[config.mk]
export PLATFORM = sky130hd
export DESIGN_NAME = sdram_frame_arb_flat
export DESIGN_NICKNAME = d
export VERILOG_FILES = /design/src/rtl/sdram_frame_arb_if.sv /design/src/rtl/sdram_frame_arb.sv /design/src/flat_wrapper.sv
export SDC_FILE = /design/constraint.sdc
export NUM_CORES = 1
export LEC_CHECK = 0
export CORE_UTILIZATION = 52
export CTS_CLUSTER_SIZE = 24
export DETAILED_ROUTE_END_ITERATION = 7
export PLACE_DENSITY = 0.79
export SETUP_SLACK_MARGIN = 0.4
export SLEW_MARGIN = 40
export SYNTH_ARGS = -nofsm -noshare
export SYNTH_HDL_FRONTEND = slang
export SYNTH_SLANG_ARGS = --single-unit
[constraint.sdc]
create_clock -name clk -period 5.8 [get_ports clk]
set_input_delay 1.16 -clock clk [delete_from_list [all_inputs] [get_ports clk]]
set_output_delay 1.16 -clock clk [all_outputs]
set_load 0.005 [all_outputs]
[src/rtl/sdram_frame_arb_if.sv]
// SDRAM controller burst handshake: request, start address and length per direction,
// with the controller's acknowledge held high for the burst data phase.
interface sdram_frame_arb_if;
  logic        sdram_wr_req;
  logic        sdram_rd_req;
  logic        sdram_wr_ack;
  logic        sdram_rd_ack;
  logic [21:0] sys_wraddr;
  logic [21:0] sys_rdaddr;
  logic [8:0]  sdwr_byte;
  logic [8:0]  sdrd_byte;

  modport master (
    output sdram_wr_req, sdram_rd_req, sys_wraddr, sys_rdaddr, sdwr_byte, sdrd_byte,
    input  sdram_wr_ack, sdram_rd_ack
  );

  modport slave (
    input  sdram_wr_req, sdram_rd_req, sys_wraddr, sys_rdaddr, sdwr_byte, sdrd_byte,
    output sdram_wr_ack, sdram_rd_ack
  );
endinterface

[src/rtl/sdram_frame_arb.sv]
// Frame-buffer SDRAM arbiter: round-robin write bursts from NCH video channels into
// ping-pong buffers, with priority display read bursts from the last completed frame.
module sdram_frame_arb #(
  parameter int unsigned NCH         = 2,
  parameter int unsigned BURST       = 160,
  parameter int unsigned FRAME_WORDS = 76800,
  parameter int unsigned REGION_W    = 17,
  parameter int unsigned LVL_W       = 10,
  parameter int unsigned RD_THRESH   = 256
) (
  input  logic                   clk,
  input  logic                   rst_n,
  input  logic [NCH*LVL_W-1:0]   wr_lvl,
  input  logic [NCH-1:0]         wr_fsync,
  input  logic [LVL_W-1:0]       rd_lvl,
  input  logic                   rd_fsync,
  input  logic [1:0]             rd_sel,
  sdram_frame_arb_if.master      sdram,
  output logic [NCH-1:0]         wr_grant,
  output logic                   busy
);

  typedef enum logic [2:0] {IDLE, WR_REQ, WR_XFER, RD_REQ, RD_XFER} state_t;

  state_t                          state_q, state_d;
  logic [NCH-1:0]                  wb_q, wb_d, db_q, db_d, pend_q, pend_d;
  logic [NCH-1:0][REGION_W-1:0]    wo_q, wo_d;
  logic                            rb_q, rb_d, rpend_q, rpend_d;
  logic [REGION_W-1:0]             ro_q, ro_d;
  logic [1:0]                      rch_q, rch_d, rr_q, rr_d, ch_q, ch_d;
  logic [21:0]                     wraddr_q, wraddr_d, rdaddr_q, rdaddr_d;
  logic [8:0]                      wrlen_q, wrlen_d, rdlen_q, rdlen_d;
  logic [1:0]                      sel_ch;
  logic                            wr_busy, rd_busy, found;
  int unsigned                     idx;

  function automatic logic [8:0] burst_len(input logic [REGION_W-1:0] off);
    int unsigned rem;
    rem = FRAME_WORDS - 32'(off);
    return (rem < BURST) ? 9'(rem) : 9'(BURST);
  endfunction

  function automatic logic [REGION_W-1:0] advance(input logic [REGION_W-1:0] off,
                                                  input logic [8:0] len);
    int unsigned sum;
    sum = 32'(off) + 32'(len);
    return (sum == FRAME_WORDS) ? '0 : REGION_W'(sum);
  endfunction

  function automatic logic [21:0] buf_addr(input int unsigned ch, input logic b,
                                           input logic [REGION_W-1:0] off);
    return 22'(((ch * 2 + 32'(b)) << REGION_W) + 32'(off));
  endfunction

  assign sel_ch = (32'(rd_sel) >= NCH) ? 2'd0 : rd_sel;

  always_comb begin
    state_d  = state_q;
    wb_d     = wb_q;
    db_d     = db_q;
    wo_d     = wo_q;
    pend_d   = pend_q;
    rb_d     = rb_q;
    ro_d     = ro_q;
    rch_d    = rch_q;
    rpend_d  = rpend_q;
    rr_d     = rr_q;
    ch_d     = ch_q;
    wraddr_d = wraddr_q;
    wrlen_d  = wrlen_q;
    rdaddr_d = rdaddr_q;
    rdlen_d  = rdlen_q;
    found    = 1'b0;
    idx      = 0;
    wr_busy  = (state_q == WR_REQ) || (state_q == WR_XFER);
    rd_busy  = (state_q == RD_REQ) || (state_q == RD_XFER);

    // Frame syncs are applied before the grant logic so a same-cycle grant sees them.
    if (rd_fsync) begin
      if (rd_busy) rpend_d = 1'b1;
      else begin
        rch_d = sel_ch;
        rb_d  = db_q[sel_ch];
        ro_d  = '0;
      end
    end
    for (int unsigned k = 0; k < NCH; k++) begin
      if (wr_fsync[k]) begin
        if (wr_busy && ch_q == 2'(k)) pend_d[k] = 1'b1;
        else begin
          db_d[k] = wb_q[k];
          wb_d[k] = ~wb_q[k];
          wo_d[k] = '0;
        end
      end
    end

    case (state_q)
      IDLE: begin
        if (32'(rd_lvl) < RD_THRESH) begin
          state_d  = RD_REQ;
          rdaddr_d = buf_addr(32'(rch_d), rb_d, ro_d);
          rdlen_d  = burst_len(ro_d);
        end else begin
          for (int unsigned k = 0; k < NCH; k++) begin
            idx = (32'(rr_q) + k) % NCH;
            if (!found && 32'(wr_lvl[idx*LVL_W +: LVL_W]) >= 32'(burst_len(wo_d[idx]))) begin
              found    = 1'b1;
              state_d  = WR_REQ;
              ch_d     = 2'(idx);
              rr_d     = 2'((idx + 1) % NCH);
              wraddr_d = buf_addr(idx, wb_d[idx], wo_d[idx]);
              wrlen_d  = burst_len(wo_d[idx]);
            end
          end
        end
      end
      WR_REQ: if (sdram.sdram_wr_ack) state_d = WR_XFER;
      WR_XFER: begin
        if (!sdram.sdram_wr_ack) begin
          state_d = IDLE;
          // A deferred sync lands after the offset update, discarding the advanced offset.
          for (int unsigned k = 0; k < NCH; k++) begin
            if (ch_q == 2'(k)) begin
              wo_d[k] = advance(wo_q[k], wrlen_q);
              if (pend_q[k] || wr_fsync[k]) begin
                db_d[k]   = wb_q[k];
                wb_d[k]   = ~wb_q[k];
                wo_d[k]   = '0;
                pend_d[k] = 1'b0;
              end
            end
          end
        end
      end
      RD_REQ: if (sdram.sdram_rd_ack) state_d = RD_XFER;
      RD_XFER: begin
        if (!sdram.sdram_rd_ack) begin
          state_d = IDLE;
          ro_d    = advance(ro_q, rdlen_q);
          if (rpend_q || rd_fsync) begin
            rch_d   = sel_ch;
            rb_d    = db_q[sel_ch];
            ro_d    = '0;
            rpend_d = 1'b0;
          end
        end
      end
      default: state_d = IDLE;
    endcase
  end

  always_ff @(posedge clk or negedge rst_n) begin
    if (!rst_n) begin
      state_q  <= IDLE;
      wb_q     <= '0;
      db_q     <= '0;
      wo_q     <= '0;
      pend_q   <= '0;
      rb_q     <= 1'b0;
      ro_q     <= '0;
      rch_q    <= '0;
      rpend_q  <= 1'b0;
      rr_q     <= '0;
      ch_q     <= '0;
      wraddr_q <= '0;
      wrlen_q  <= '0;
      rdaddr_q <= '0;
      rdlen_q  <= '0;
    end else begin
      state_q  <= state_d;
      wb_q     <= wb_d;
      db_q     <= db_d;
      wo_q     <= wo_d;
      pend_q   <= pend_d;
      rb_q     <= rb_d;
      ro_q     <= ro_d;
      rch_q    <= rch_d;
      rpend_q  <= rpend_d;
      rr_q     <= rr_d;
      ch_q     <= ch_d;
      wraddr_q <= wraddr_d;
      wrlen_q  <= wrlen_d;
      rdaddr_q <= rdaddr_d;
      rdlen_q  <= rdlen_d;
    end
  end

  assign sdram.sdram_wr_req = (state_q == WR_REQ);
  assign sdram.sdram_rd_req = (state_q == RD_REQ);
  assign sdram.sys_wraddr   = wraddr_q;
  assign sdram.sys_rdaddr   = rdaddr_q;
  assign sdram.sdwr_byte    = wrlen_q;
  assign sdram.sdrd_byte    = rdlen_q;
  assign busy               = (state_q != IDLE);

  always_comb begin
    wr_grant = '0;
    for (int unsigned k = 0; k < NCH; k++)
      wr_grant[k] = (state_q == WR_XFER) && (ch_q == 2'(k));
  end

endmodule

[src/flat_wrapper.sv]
// flat-port wrapper written by rule: the top's interface ports become plain ports
module sdram_frame_arb_flat 
#(
  parameter int unsigned NCH         = 2,
  parameter int unsigned BURST       = 160,
  parameter int unsigned FRAME_WORDS = 76800,
  parameter int unsigned REGION_W    = 17,
  parameter int unsigned LVL_W       = 10,
  parameter int unsigned RD_THRESH   = 256
)
  (clk, rst_n, wr_lvl, wr_fsync, rd_lvl, rd_fsync, rd_sel, wr_grant, busy, sdram_sdram_wr_req, sdram_sdram_rd_req, sdram_sys_wraddr, sdram_sys_rdaddr, sdram_sdwr_byte, sdram_sdrd_byte, sdram_sdram_wr_ack, sdram_sdram_rd_ack);
  sdram_frame_arb_if sdram_i ();
  input  logic clk;
  input  logic rst_n;
  input  logic [NCH*LVL_W-1:0] wr_lvl;
  input  logic [NCH-1:0] wr_fsync;
  input  logic [LVL_W-1:0] rd_lvl;
  input  logic rd_fsync;
  input  logic [1:0] rd_sel;
  output logic [NCH-1:0] wr_grant;
  output logic busy;
  output wire logic [$bits(sdram_i.sdram_wr_req)-1:0] sdram_sdram_wr_req;
  output wire logic [$bits(sdram_i.sdram_rd_req)-1:0] sdram_sdram_rd_req;
  output wire logic [$bits(sdram_i.sys_wraddr)-1:0] sdram_sys_wraddr;
  output wire logic [$bits(sdram_i.sys_rdaddr)-1:0] sdram_sys_rdaddr;
  output wire logic [$bits(sdram_i.sdwr_byte)-1:0] sdram_sdwr_byte;
  output wire logic [$bits(sdram_i.sdrd_byte)-1:0] sdram_sdrd_byte;
  input wire logic [$bits(sdram_i.sdram_wr_ack)-1:0] sdram_sdram_wr_ack;
  input wire logic [$bits(sdram_i.sdram_rd_ack)-1:0] sdram_sdram_rd_ack;
  assign sdram_sdram_wr_req = sdram_i.sdram_wr_req;
  assign sdram_sdram_rd_req = sdram_i.sdram_rd_req;
  assign sdram_sys_wraddr = sdram_i.sys_wraddr;
  assign sdram_sys_rdaddr = sdram_i.sys_rdaddr;
  assign sdram_sdwr_byte = sdram_i.sdwr_byte;
  assign sdram_sdrd_byte = sdram_i.sdrd_byte;
  assign sdram_i.sdram_wr_ack = sdram_sdram_wr_ack;
  assign sdram_i.sdram_rd_ack = sdram_sdram_rd_ack;
  sdram_frame_arb #(.NCH(NCH), .BURST(BURST), .FRAME_WORDS(FRAME_WORDS), .REGION_W(REGION_W), .LVL_W(LVL_W), .RD_THRESH(RD_THRESH)) u_core (.clk(clk), .rst_n(rst_n), .wr_lvl(wr_lvl), .wr_fsync(wr_fsync), .rd_lvl(rd_lvl), .rd_fsync(rd_fsync), .rd_sel(rd_sel), .sdram(sdram_i), .wr_grant(wr_grant), .busy(busy));
endmodule
==> results of run 1 <==
[how the worst max path moves through the flow]
| stage | start | endpoint | cells after the start |
|---|---|---|---|
| floorplan | wr_fsync[0] | u_core.sdram.sys_wraddr[18] | 26 |
| finish | wr_fsync[1] | u_core.sdram.sys_wraddr[17] | 20 |
| CTS | u_core.state_q[2] | u_core.state_q[0] | 24 |
| detailed placement | wr_fsync[1] | u_core.sdram.sys_wraddr[6] | 21 |
| global route | u_core.state_q[1] | u_core.sdram.sys_wraddr[17] | 23 |
| global placement | wr_fsync[1] | u_core.sdram.sys_wraddr[6] | 21 |
[Yosys cell counts (17+ instances only)]
cell,count
nand2_1,140
a22oi_1,17
nor3_1,35
xnor2_1,32
nand3_1,37
and2_1,18
inv_1,29
mux2_2,26
o21ai_0,87
a22o_1,36
dfrtp_1,122
ha_1,49
a21oi_1,53
nor2_1,73
clkbuf_1,49
a31oi_1,24
[kinds of logic after synthesis]
| kind of cell | share of synthesized area (%) |
|---|---|
| other cells | 0.0784 |
| buf+inv | 4.66 |
| compound gates | 27.9 |
| simple gates | 20.3 |
| fa+ha+maj | 7.03 |
| xor+xnor | 4.46 |
| flops | 31.9 |
| mux | 3.68 |
[layout by cell type, fill, tap and decap left out, types with 8 or more instances in the layout]
master,count
a21o_1,15
nand2_1,136
o31ai_1,12
a21oi_1,50
o22ai_1,10
inv_1,28
clkdlybuf4s50_1,89
nand3_1,37
a22oi_1,11
o21ai_0,83
a22o_1,36
ha_1,46
o211ai_1,9
buf_4,108
a31oi_1,24
mux2_2,25
a22oi_2,9
nor2_1,68
nor4_1,10
and2_1,17
xnor2_1,32
dfrtp_1,121
nand2b_1,13
nor2b_1,11
clkbuf_16,17
xor2_1,13
nor3_1,32
or3_1,8
[power by group through the flow]
stage	Clock, mW	Combinational, mW	Sequential, mW
4_1_cts	1.15	1.84	1.06
2_1_floorplan	0	1.07	1.04
3_3_place_gp	0	1.69	1.07
3_5_place_dp	0	1.73	1.07
5_1_grt	1.19	2.13	1.08
6_report	1.15	1.99	1.07
[registers in the layout, indices dropped and copies added (netlist names)]
name,cells
u_core.sdram.sdwr_byte,9
u_core.rr_q,1
u_core.wb_q,2
u_core.rpend_q,1
u_core.sdram.sys_rdaddr,20
u_core.rch_q,2
u_core.pend_q,2
u_core.rb_q,1
u_core.state_q,3
u_core.sdram.sys_wraddr,19
u_core.db_q,2
u_core.wo_q,34
u_core.sdram.sdrd_byte,9
u_core.ro_q,17
[critical path, stage by stage]
cell       delay [ns]
clkbuf_4         0.17
nor2_1           0.07
a31o_1           0.26
a211o_1          0.34
nand4b_1         0.24
o31ai_2          0.28
mux2_2           0.38
nor4_4           0.34
nor2b_2          0.22
ha_1             0.23
nand2b_1         0.16
a21o_1           0.18
a21oi_1          0.19
o21ai_1          0.14
a2111oi_4        0.43
nor3_4           0.12
buf_4            0.16
a21o_1           0.15
and3_1           0.14
o31ai_1          0.25
[final cells by class]
cell class | instances | area [um2] | area share, %
Clock inverter | 10 | 166 | 1.34
Tap cell | 229 | 287 | 2.31
Multi-Input combinational cell | 912 | 6460 | 52.2
Inverter | 30 | 115 | 0.929
Sequential cell | 122 | 3050 | 24.7
Timing Repair Buffer | 209 | 1850 | 14.9
Clock buffer | 20 | 457 | 3.69
[metrics by stage]
| step | util [%] | hold WS, ns | TNS [ns] | worst slack [ns] | instance area [um2] |
|---|---|---|---|---|---|
| after floorplan | - | 0.473 | 0 | 0.320 | 9690 |
| after global placement | 62.9 | 0.460 | -7.88 | -0.326 | 11300 |
| after detailed placement | 63.0 | 0.470 | -11.33 | -0.462 | 11300 |
| after CTS | 67.6 | 0.482 | 0 | 0.426 | 12200 |
| after global routing | 68.7 | 0.498 | 0 | 0.317 | 12400 |
| final | 68.7 | 0.479 | 0 | 0.510 | 12400 |
[routing by layer]
layer	part of all wire, %	vias to the layer above
met3	8.1	122
met5	0	-
met4	5.1	0
met1	40	4790
met2	46	551
li1	-	4574
[timing repair]
action                     4_1_cts  5_1_grt
setup buffers                    8        5
gates resized for setup         38       35
setup endpoints to repair       30       30
hold buffers                     0        0
pin swaps                       19       15
==> results.cfg, run 1 <==
[global_route]
grt_pass1_wl_um = 47700
use_met3_pct = 5.41
busiest_layer = met2
antenna_found_initial = 0
met2_usage_pct = 53.2
grt_use_total_pct = 32.9
grt_pass1_vias = 9253
grt_remaining_overflow = 0
grt_use_met1_pct = 42.4
grt_max_degree = 81

[yosys]
yosys_warnings = 0
synthTopCellsByArea = dfrtp_1 (32%), ha_1 (6.4%), nand2_1 (5.5%)
synthArstFlopShare_pct = 100
ys_seq_elements = 122
netlist_instances = 1130
synth_top_area_share_pct = 31.9
synth_area_leader_cell = dfrtp_1
ys.flop_type = dfrtp_1
synth.avg_cell_area_um2 = 8.47
ys_types = 86
syn_area_mm2 = 0.00958
synth_edf_count = 0
ys_seq_area_share_pct = 31.9

[worst_hold_path]
hold_depth = 2
hp-start = u_core.sdram.sys_rdaddr[6]
hold_path_class = flop to flop
hold_end = u_core.sdram.sys_rdaddr[6]

[die]
rows = 49
start_util_pct = 53.1
die_height_um = 138
die_area_mm2 = 0.0190
core_mm2 = 0.0180
io_pins = 106
die_x_um = 138

[setup_path]
rr_startpoint = u_core.state_q[1]
path_class = input pin to flop
end_kind = flop
cp_data_required_time_ns = 6.13
startpoint_type = input pin
ff2ff_path_depth = 20
path_max_fanout = 7
r2r-end = u_core.sdram.sys_wraddr[17]
regToRegSetupSlack_ns = 0.56
crit_arrival_ns = 5.62

[timing]
hold_viol = 0
timing.final.crit_period_ns = 5.29
slew_viol_final = 0
maxSlewHeadroom_pct = 43.9
fmaxAchievable_mhz = 189
rsz0062_at_grt = no
worst_slew_pin_slew_ns = 0.842
skew_ns = 0.0116
fin_crit_sh_pct = 91.2
setup_viol = 0

[clock_network]
htree_levels = 4
clk_latency_ns = 0.43
clkTransAtPathRegs_ns = 0.06
cts_tree = done
cts_buffer_depth = 2
cts-buffers-inserted = 17
cts-root-buf = clkbuf_16
clock-sinks = 122

[power_and_ir_drop]
fin_total_pwr_mw = 4.21
seqPwrFrac_pct = 25.5
sw_frac_of_total_pct = 38.9
clkPwrFrac_pct = 27.2
netSwitchingPower_mw = 1.64
internal-power_mw = 2.57
p_leak_nw = 5.21
pwr-share-comb_pct = 47.3
irDropWorstVdd_v = 0.000317
power.density_mw_per_mm2 = 340

[drt]
dr.pass1.iters = 5
vias_per_cell = 6.55
postRouteAntennaNets = 0
drc_errors = 0
drt-initial-drc-count = 1110
wl_per_cell_um = 20.4
dr_total_vias = 10000
drt-total-wl_um = 31300

[placed_design]
hpwl_um = 22800
port_buffers = 92
gp_congestion = 0.965
dp.cells = 1489

[finish]
num-fill-cells = 1396
final_cells = 1532
syn_to_final_growth_pct = 29.4
nNetsFinal = 1383
antenna_cells = 0
drive_above_1_share_pct = 19.8

[outcome]
status = completed

[run]
maxCapViolations = 0
No activity file was read; power rests on OpenSTA's default activity.
==> run 2: changes to the inputs <==
--- a/config.mk
+++ b/config.mk
@@ -7,2 +7,3 @@
 export LEC_CHECK = 0
+export CORE_ASPECT_RATIO = 1.4
 export CORE_UTILIZATION = 52
--- a/constraint.sdc
+++ b/constraint.sdc
@@ -3,2 +3,2 @@
 set_output_delay 1.16 -clock clk [all_outputs]
-set_load 0.005 [all_outputs]
+set_load 0.05 [all_outputs]
==> run 2 against run 1 <==
Flip-flop and latch count unchanged. Via count fell by 2.5%. Clock skew fell by 0.0045 ns. Sequential share of layout area increased by 0.37 points. Final cell count grew 0.39%. Non-clock buffer count is 7 lower. Clock-buffer cell count fell by 2. Largest cell class unchanged. Highest routed layer unchanged.
==> results.cfg, run 2 (synthesis results as in run 1) <==
[placed_design]
dp.cells = 1500
hpwl_um = 23000
placed_cell_area_mm2 = 0.0113
port_buffers = 92
gp_congestion = 0.979

[finish]
final_cell_mix = nand2_1 (137), dfrtp_1 (120), buf_4 (103)
largest_register_ffs = 34
drive_above_1_share_pct = 19.1
stdcell_area_mm2 = 0.0122
final_common_cell = nand2_1
nNetsFinal = 1376
antenna_cells = 0
fin_util_pct = 67.9
syn_to_final_growth_pct = 27.5
final_cells = 1538
largest-register = u_core.wo_q

[die]
rows = 58
io_pins = 106
die_area_mm2 = 0.0190
start_util_pct = 53.2
die_height_um = 163
core_mm2 = 0.0180
die_x_um = 117

[drt]
postRouteAntennaNets = 0
drt-total-wl_um = 30800
dr_total_vias = 9785
vias_per_cell = 6.36
wl_per_cell_um = 20.0
drt-initial-drc-count = 715
dr.pass1.iters = 5
drc_errors = 0

[clock_network]
clock-sinks = 122
clk_latency_ns = 0.43
clkTransAtPathRegs_ns = 0.06
cts_tree = done
cts-root-buf = clkbuf_16
cts-buffers-inserted = 17
cts_buffer_depth = 2
htree_levels = 4

[run]
maxCapViolations = 0

[timing]
worst_slew_pin_slew_ns = 0.853
whs_ns = 0.479
final.setup.tns_ns = 0
fin_crit_sh_pct = 91.0
timing.final.crit_period_ns = 5.28
slew_viol_final = 0
hold_viol = 0
maxSlewHeadroom_pct = 42.9
fmaxAchievable_mhz = 190
skew_ns = 0.00707
rsz0062_at_grt = no
setup_viol = 0

[setup_path]
path_class = input pin to flop
crit_arrival_ns = 5.59
cp_data_required_time_ns = 6.11
startpoint_type = input pin
end_kind = flop
path_max_fanout = 7

[global_route]
grt_pass1_vias = 9532
grt_remaining_overflow = 0
grt_use_total_pct = 32.9
grt_max_degree = 65
grt_pass1_wl_um = 47600
antenna_found_initial = 0

[power_and_ir_drop]
clkPwrFrac_pct = 25.8
internal-power_mw = 2.42
sw_frac_of_total_pct = 42.9
irDropWorstVdd_v = 0.000241
p_leak_nw = 5.15
pwr-share-comb_pct = 48.7
power.density_mw_per_mm2 = 347
seqPwrFrac_pct = 25.5
netSwitchingPower_mw = 1.82

[outcome]
status = completed

[worst_hold_path]
hold_path_class = flop to flop
==> run 2: changes by cell type in the layout (fill, tap and decap cells not counted), sizes merged <==
cell / delta
buf: -6
clkinv: +5
clkbuf: -4
bufinv: -1
clkdlybuf4s18: +1
==> run 2: worst paths after layout <==
check	cells past startpoint	slack [ns]	from	endpoint
hold / removal	2	0.48	u_core.sdram.sys_rdaddr[19]	u_core.sdram.sys_rdaddr[19]
max in group asynchronous	2	4.20	rst_n	u_core.rr_q[0]
hold reg to reg	2	0.48	u_core.sdram.sys_rdaddr[19]	u_core.sdram.sys_rdaddr[19]
min in group asynchronous	1	0.65	rst_n	u_core.sdram.sdrd_byte[0]
setup / recovery	20	0.52	wr_fsync[1]	u_core.sdram.sys_wraddr[18]
setup reg to reg	25	0.62	u_core.state_q[1]	u_core.sdram.sys_wraddr[18]
==> run 2: metal layers <==
layer,vias to the layer above,part of all wire [%],GRT usage [%]
met2,421,50,56.0
met3,143,4.9,5.47
met4,0,7.8,25.3
met1,4666,37,36.1
li1,4555,-,-
met5,-,0,0
==> run 2: per-stage QoR <==
step           total power, mW  setup WS, ns
3_3_place_gp              2.96        -0.313
4_1_cts                   4.12         0.413
2_1_floorplan             2.34         0.320
6_report                  4.23         0.524
3_5_place_dp              3.00        -0.426
5_1_grt                   4.42         0.358
==> run 2: cell type report <==
cell class	instances	area, um2
Fill cell	1478	5790
Inverter	30	113
Clock inverter	14	173
Multi-Input combinational cell	912	6360
Sequential cell	122	3060
Tap cell	240	300
Clock buffer	18	429
Timing Repair Buffer	202	1780
==> run 2: critical path, stage by stage <==
cell and delay (ns):
clkdlybuf4s18_2 0.27, nor2_1 0.08, a31o_1 0.24, buf_4 0.16, buf_4 0.15, a22o_1 0.30, o41ai_1 0.46, o2111ai_2 0.21
nor4_4 0.28, nor2b_2 0.22, ha_1 0.23, nand2b_1 0.14, a21o_1 0.19, a21oi_2 0.16, o21ai_1 0.11, a2111oi_2 0.40
nor3_2 0.13, buf_4 0.18, o21ai_4 0.15, mux2_2 0.35
==> run 2: timing repair <==
item,in CTS,in global routing
setup buffers,3,3
pin swaps,7,15
hold buffers,0,0
gates resized for setup,12,45
setup endpoints to repair,30,30
==> run 2: power groups by stage <==
stage,Combinational [mW],Sequential (mW),Clock (mW)
5_1_grt,2.20,1.09,1.13
6_report,2.06,1.08,1.09
3_3_place_gp,1.89,1.08,0
4_1_cts,1.95,1.07,1.10
2_1_floorplan,1.13,1.21,0
3_5_place_dp,1.92,1.08,0
